--- config.mk ---
export PLATFORM = sky130hd
export DESIGN_NAME = fifo_rd_packer
export DESIGN_NICKNAME = d
export VERILOG_FILES = /design/src/rtl/fifo_rd_packer.sv
export SDC_FILE = /design/constraint.sdc
export NUM_CORES = 1
export LEC_CHECK = 0
export ABC_AREA = 1
export BUFFER_PORTS_ARGS = -buffer_cell sky130_fd_sc_hd__buf_4
export CAP_MARGIN = 10
export CORE_AREA = 5 5 90 92
export DETAILED_ROUTE_END_ITERATION = 16
export DIE_AREA = 0 0 95 97
export GPL_TIMING_DRIVEN = 0
export MAX_ROUTING_LAYER = met4
export PLACE_DENSITY = 0.67
export RECOVER_POWER = 50
export SLEW_MARGIN = 10
export SYNTH_ARGS = -nofsm -noshare
export SYNTH_HDL_FRONTEND = slang
export SYNTH_SLANG_ARGS = --single-unit
--- constraint.sdc ---
create_clock -name clk -period 1.5 [get_ports clk]
set_input_delay 0.3 -clock clk [delete_from_list [all_inputs] [get_ports clk]]
set_output_delay 0.3 -clock clk [all_outputs]
set_load 0.05 [all_outputs]
--- src/rtl/fifo_rd_packer.sv ---
`default_nettype none
// ============================================================================
//  Module   : fifo_rd_packer
//  Purpose  : Read-side consumer for the 8-entry async FIFO. Pops bytes from
//             the FIFO, whose read data arrives one cycle after fifo_r_en.
//             Packs them little-endian into BPW-byte words and presents each
//             word on a valid/ready stream. A flush pulse emits any partial
//             word, with the unused upper bytes forced to zero.
//  Ports    : clk          - read-side clock (FIFO clk_r)
//             nrst         - synchronous active-low reset
//             fifo_empty   - FIFO empty flag
//             fifo_r_data  - FIFO registered read data
//             fifo_r_en    - FIFO read enable (combinational)
//             flush        - single-cycle pulse, emit any partial word
//             out_valid    - output word valid
//             out_ready    - downstream accept
//             out_data     - packed word, byte k at [DW*k +: DW]
//             out_bytes    - number of valid bytes in out_data (1..BPW)
//             busy         - work in flight, accumulated or waiting
//  Revision : 1.0 - initial release
// ============================================================================
module fifo_rd_packer #(
   parameter int DW  = 8,
   parameter int BPW = 4,
   parameter int CW  = 3
) (
   input  logic              clk,
   input  logic              nrst,
   input  logic              fifo_empty,
   input  logic [DW-1:0]     fifo_r_data,
   output logic              fifo_r_en,
   input  logic              flush,
   output logic              out_valid,
   input  logic              out_ready,
   output logic [DW*BPW-1:0] out_data,
   output logic [CW-1:0]     out_bytes,
   output logic              busy
);

   localparam logic [CW-1:0] LAST_IDX  = CW'(BPW - 1);
   localparam logic [CW-1:0] FULL_CNT  = CW'(BPW);
   localparam logic [CW:0]   ROOM_LIM  = (CW+1)'(BPW - 1);

   logic              pend;
   logic [CW-1:0]     acc_cnt;
   logic              flush_pend;
   logic [DW*BPW-1:0] acc_data;

   logic [CW:0]       inflight;
   logic              xfer;
   logic              full_load;
   logic              flush_fire;
   logic              flush_load;
   logic [DW*BPW-1:0] full_word;
   logic [DW*BPW-1:0] flush_word;

   // Bytes already held plus the one arriving next cycle.
   assign inflight = {1'b0, acc_cnt} + {{CW{1'b0}}, pend};

   // While fewer than BPW-1 bytes are committed, reading cannot complete a
   // word, so it is safe even with a stalled output register. Otherwise the
   // output register must be free (or freeing) by the time the word lands.
   assign fifo_r_en = nrst && !fifo_empty && !flush_pend && !flush &&
                      ((inflight < ROOM_LIM) || !out_valid || out_ready);

   assign xfer       = out_valid && out_ready;
   assign full_load  = pend && (acc_cnt == LAST_IDX);
   // A flush completes only after the in-flight byte has been captured and
   // the output register can accept a word.
   assign flush_fire = flush_pend && !pend && (!out_valid || xfer);
   assign flush_load = flush_fire && (acc_cnt != '0);

   // The last byte of a full word comes straight from the FIFO.
   assign full_word = {fifo_r_data, acc_data[DW*(BPW-1)-1:0]};

   // Partial word: stale bytes above acc_cnt are zeroed.
   for (genvar k = 0; k < BPW; k++) begin : g_flush_byte
      assign flush_word[DW*k +: DW] = (CW'(k) < acc_cnt) ? acc_data[DW*k +: DW]
                                                         : {DW{1'b0}};
   end

   assign busy = pend || (acc_cnt != '0) || flush_pend || out_valid;

   always_ff @(posedge clk) begin
      if (!nrst) begin
         pend       <= 1'b0;
         acc_cnt    <= '0;
         flush_pend <= 1'b0;
         acc_data   <= '0;
         out_valid  <= 1'b0;
         out_data   <= '0;
         out_bytes  <= '0;
      end else begin
         pend <= fifo_r_en;

         // Capture the fresh byte into its slot.
         for (int k = 0; k < BPW; k++) begin
            if (pend && (acc_cnt == CW'(k))) begin
               acc_data[DW*k +: DW] <= fifo_r_data;
            end
         end

         if (pend) begin
            acc_cnt <= (acc_cnt == LAST_IDX) ? '0 : acc_cnt + CW'(1);
         end else if (flush_load) begin
            acc_cnt <= '0;
         end

         // A flush seen while one is already pending is absorbed.
         if (flush_fire) begin
            flush_pend <= 1'b0;
         end else if (flush) begin
            flush_pend <= 1'b1;
         end

         // full_load needs pend=1 and flush_fire needs pend=0, so at most
         // one kind of word loads on any edge.
         if (full_load) begin
            out_data  <= full_word;
            out_bytes <= FULL_CNT;
            out_valid <= 1'b1;
         end else if (flush_load) begin
            out_data  <= flush_word;
            out_bytes <= acc_cnt;
            out_valid <= 1'b1;
         end else if (xfer) begin
            out_valid <= 1'b0;
         end
      end
   end

endmodule
`default_nettype wire

-- After elaboration in Yosys (flattened, before gate mapping)
Cells that the tools add are included.
- reductions and logical operators: 30
- equal/unequal tests: 3
- order comparisons: 5
- add/subtract/negate cells: 2
- bitwise gates (word level): 1
- muxes and demuxes: 14
- operators with widths (cell ; count):
    $mux W32 ; 2
    $mux W8 ; 4
    $mux W3 ; 5
    $logic_and A1 B1 Y1 ; 12
    $eq A3 B2 Y1 const B ; 2
    $logic_or A1 B1 Y1 ; 6
    $lt A1 B3 Y1 const A ; 2
    $lt A2 B3 Y1 const A ; 2
    $reduce_bool A3 Y1 ; 2
    $logic_not A1 Y1 ; 5
    $add A3 B1 Y4 ; 1
    $lt A4 B2 Y1 const B ; 1
    $reduce_bool A2 Y1 ; 2
    $reduce_or A2 Y1 ; 2
    $add A3 B1 Y3 const B ; 1
    $eq A3 B1 Y1 const B ; 1
    $logic_not A3 Y1 ; 1
    $mux W1 ; 3
    $not A1 Y1 ; 1
- word-level logic and storage cells: 66
- input bits: 13
- output and inout bits: 38
- flip-flop bits (word level): 73

-- Logic depth before layout (Yosys ltp)
- depth in word-level cells: 6
- depth in mapped cells: 9
- gate-level depth less buffers: 8

-- Worst setup path before layout
OpenSTA, ideal clock, no wires.
- path type: reg2out
- start: reg acc_cnt[0]
- end: out fifo_r_en
- data required time: 1200 ps
- slack: -541 ps
- path buffers: 0
- cell stages (with the launch flop): 6
- arrival time: 1741 ps
- cells stage by stage: dfxtp_1 > ha_1 > ha_1 > nand2_1 > nand3_1 > a21oi_1
- cells in the longest elaborated chain, start to end: 5
- ends and longest elaborated chain (item ; line ; text):
    from (decl) ; 45 ; logic [CW-1:0] acc_cnt;
    from (signal assigned) ; 104 ; acc_cnt <= (acc_cnt == LAST_IDX) ? '0 : acc_cnt + CW'(1);
    $add A3 B1 Y4 ; 58 ; assign inflight = {1'b0, acc_cnt} + {{CW{1'b0}}, pend};
    $lt A4 B2 Y1 ; 64 ; ((inflight < ROOM_LIM) || !out_valid || out_ready);
    $logic_or A1 B1 Y1 (2 in series) ; 64 ;
    $logic_and A1 B1 Y1 ; 63 ; assign fifo_r_en = nrst && !fifo_empty && !flush_pend && !flush &&
    to (decl) ; 31 ; output logic fifo_r_en,
No other way between the ends.

-- Final worst setup path
Same ends and word-level chain as after synthesis.

==> results_dict.tcl <==
set metrics [dict create \
    cp-start-kind "flop" \
    seq_power_share_pct 54.0 \
    relSlewSlack_pct 56.8 \
    drcViolationCount 0 \
    fin_crit_sh_pct 127 \
    fin_nets 513 \
    antenna_found_initial 0 \
    drt_iter0_markers 148 \
    setup_violations 39 \
    crit_arrival_ns 1.61 \
    chipHeight_um 97 \
    worst-path-max-fanout 4 \
    io_buffers 50 \
    track_usage_pct 18.5 \
    grt_pass1_wl_mm 13.1 \
    antenna_left 0 \
    async_reset_ff_share_pct 0 \
    avgRoutedWirePerCell_um 13.9 \
    ir_drop_mv 0.438 \
    firstDrtPassIters 4 \
    syn_area_per_cell_um2 7.45 \
    syn_inst 419 \
    grt_use_met3_pct 3.10 \
    fin_skew_ns 0.00887 \
    p_leak_nw 1.86 \
    holdPathEnd "acc_data[15]" \
    yosysSeqAreaShare_pct 46.8 \
    yosysTopAreaCellShare_pct 46.8 \
    grt_most_used_layer "met2" \
    clockPowerShare_pct 35.2 \
    rsz0062_at_grt "true" \
    vias 2940 \
    cts_root_buf "clkbuf_8" \
    p_comb_share_pct 10.8 \
    ys.flop_type "dfxtp_1" \
    synth_edf_count 0 \
    ioPinCount 51 \
    cts.clk_slew.worst_paths_ns 0.07 \
    hold_start "fifo_r_data[7]" \
    power.density_nw_per_um2 881 \
    area.growth.synth_to_final_pct 33.5 \
    ys_top_cells_by_area "dfxtp_1, nand2_1, nor2_1, a21oi_1, nand3_1" \
    placementRows 31 \
    min_path_cells 3 \
    synthesis.area_um2 3120 \
    synth_top_cell_by_area "dfxtp_1" \
    p_switching_mw 0.968 \
    violations "setup timing" \
    first_global_vias 2744 \
    use_met1_pct 23.3 \
    hold_class "input port to flop" \
    start_util_pct 43.7 \
    clkSinkCount 73 \
    layout.cells.non_filler 599 \
    tightest_slew_ns 0.648 \
    yosys_warnings 0 \
    rrSetupSlack_ns -0.20 \
    r2r_end "out_data[13]" \
    min_period_ns 1.91 \
    grt_max_degree 12 \
    drive_gt1_share_pct 31.4 \
    clock_latency_ns 0.35 \
    clock_tree.buffer_depth 2 \
    cts_tree "yes" \
    end_kind "output port" \
    ys_types 26 \
    reg2reg_from "acc_cnt[0]" \
    internal-power_mw 2.71 \
    rr_worst_depth 11 \
    vias_per_cell 4.91 \
    critPathKind "flop to output port" \
    numCtsBuffers 9 \
    cp_data_required_time_ns 1.20 \
    finalWirelength_mm 8.30 \
    maxCapViolCount 0 \
    finalSetupTns_ns -4.98 \
    use_met2_pct 29.2 \
    hold_viol_final 0 \
    fmax_mhz 523 \
    die-area_um2 9220 \
    run_status "finished, violations left" \
    grt_overflow_total 0 \
    p_sw_share_pct 26.3 \
    htree_levels 3 \
    ys_ff_latch 73 \
    cts_hold_buffers 0 \
    gp_congestion 0.868 \
    dp_cells 568 \
    insertedDiodeCount 0 \
    synth_nets 437 \
    setup_slack_ns -0.411 \
    hpwl_mm 5.64 \
    die_x_um 95 \
    slew_viol_final 0 \
    coreArea_um2 7140 \
]
sequential cells by signal, summed over array words and instances, names as in the netlist:
| signal | count |
|---|---|
| acc_data | 32 |
| acc_cnt | 3 |
| out_data | 32 |
| out_valid | 1 |
| flush_pend | 1 |
| out_bytes | 3 |
| pend | 1 |
critical path, stage by stage, from the launching register on:
cell and delay [ns]:
dfxtp_4 0.37, ha_4 0.17, ha_4 0.16, xnor2_2 0.14, nand3_2 0.12, a21oi_4 0.15, buf_6 0.17
cell usage in the layout (no fill, tap or decap), types with 2 or more instances in the layout:
cell type,instances
clkinv_2,2
inv_4,2
inv_1,24
ha_1,2
a21oi_1,33
nor2_2,11
buf_4,28
nand3_2,3
buf_1,2
nand2_2,12
dfxtp_1,70
nand2_4,4
dfxtp_4,3
buf_8,4
clkbuf_1,9
nor2_1,62
buf_6,7
inv_2,4
o21ai_0,24
a21oi_2,10
nand4_1,2
clkbuf_2,33
nand3b_1,17
clkbuf_8,9
clkbuf_16,3
nand3_1,23
buf_2,5
nand2_1,72
nor2_4,8
ha_4,3
worst max-delay path by stage:
stage                from   endpoint  slack (ns)  cells after the start
3_3_place_gp   acc_cnt[2]  fifo_r_en       -0.17                      6
3_5_place_dp   acc_cnt[2]  fifo_r_en       -0.20                      6
5_1_grt        acc_cnt[0]  fifo_r_en       -0.46                      6
2_1_floorplan  acc_cnt[0]  fifo_r_en       -0.10                      5
4_1_cts        acc_cnt[0]  fifo_r_en       -0.38                      6
6_report       acc_cnt[0]  fifo_r_en       -0.41                      6
per-stage QoR:
step	util, %	hold slack [ns]	power (mW)	cell area (um^2)	setup WS, ns
floorplan	-	0.430	2.25	3170	-0.105
global placement	51.5	0.441	2.37	3670	-0.174
detailed placement	51.5	0.445	2.37	3670	-0.198
CTS	55.0	0.249	3.66	3920	-0.383
global route	58.4	0.253	3.84	4170	-0.457
finish	58.4	0.259	3.67	4170	-0.411
per-layer routing:
| layer | part of all wire (%) | vias to the layer above |
|---|---|---|
| met5 | 0 | - |
| met4 | 1.5 | 0 |
| met3 | 3.7 | 11 |
| met2 | 48 | 53 |
| met1 | 46 | 1378 |
| li1 | - | 1498 |
power by group through the flow:
stage	combinational [mW]	clock (mW)	sequential, mW
3_5_place_dp	0.336	0	2.03
6_report	0.396	1.29	1.99
2_1_floorplan	0.163	0	2.09
3_3_place_gp	0.333	0	2.03
5_1_grt	0.430	1.42	1.99
4_1_cts	0.356	1.32	1.98
Yosys cell counts (all sizes together) (2+ instances only):
| cell type | n |
|---|---|
| nand2 | 89 |
| nor2 | 81 |
| dfxtp | 73 |
| a21oi | 44 |
| inv | 30 |
| nand3 | 27 |
| o21ai | 24 |
| nand3b | 17 |
| buf | 16 |
| clkbuf | 7 |
| ha | 5 |
| nand4 | 2 |
cells by family (layout without fill, tap and decap cells):
group	Yosys count	in the layout	synth area share, %
flip-flops	73	73	46.8
AO/OA/AOI/OAI	70	70	11.4
adder cells (fa/ha/maj)	5	5	2.00
buffers and inverters	53	134	7.90
XOR/XNOR	2	2	0.561
AND/OR/NAND/NOR	216	216	31.3
cell type report:
class	instances	area, um^2
Timing Repair Buffer	65	483
Multi-Input combinational cell	293	1630
Clock buffer	13	139
Fill cell	708	2970
Clock inverter	3	16.3
Buffer	23	178
Tap cell	99	124
Sequential cell	73	1470
Inverter	30	123
timing repair:
item	4_1_cts	5_1_grt
pin swaps	5	7
cloned	0	4
gates resized for setup	9	73
endpoints found under the setup margin	41	47
setup buffers	7	4
(Power assumes the default switching activity.)
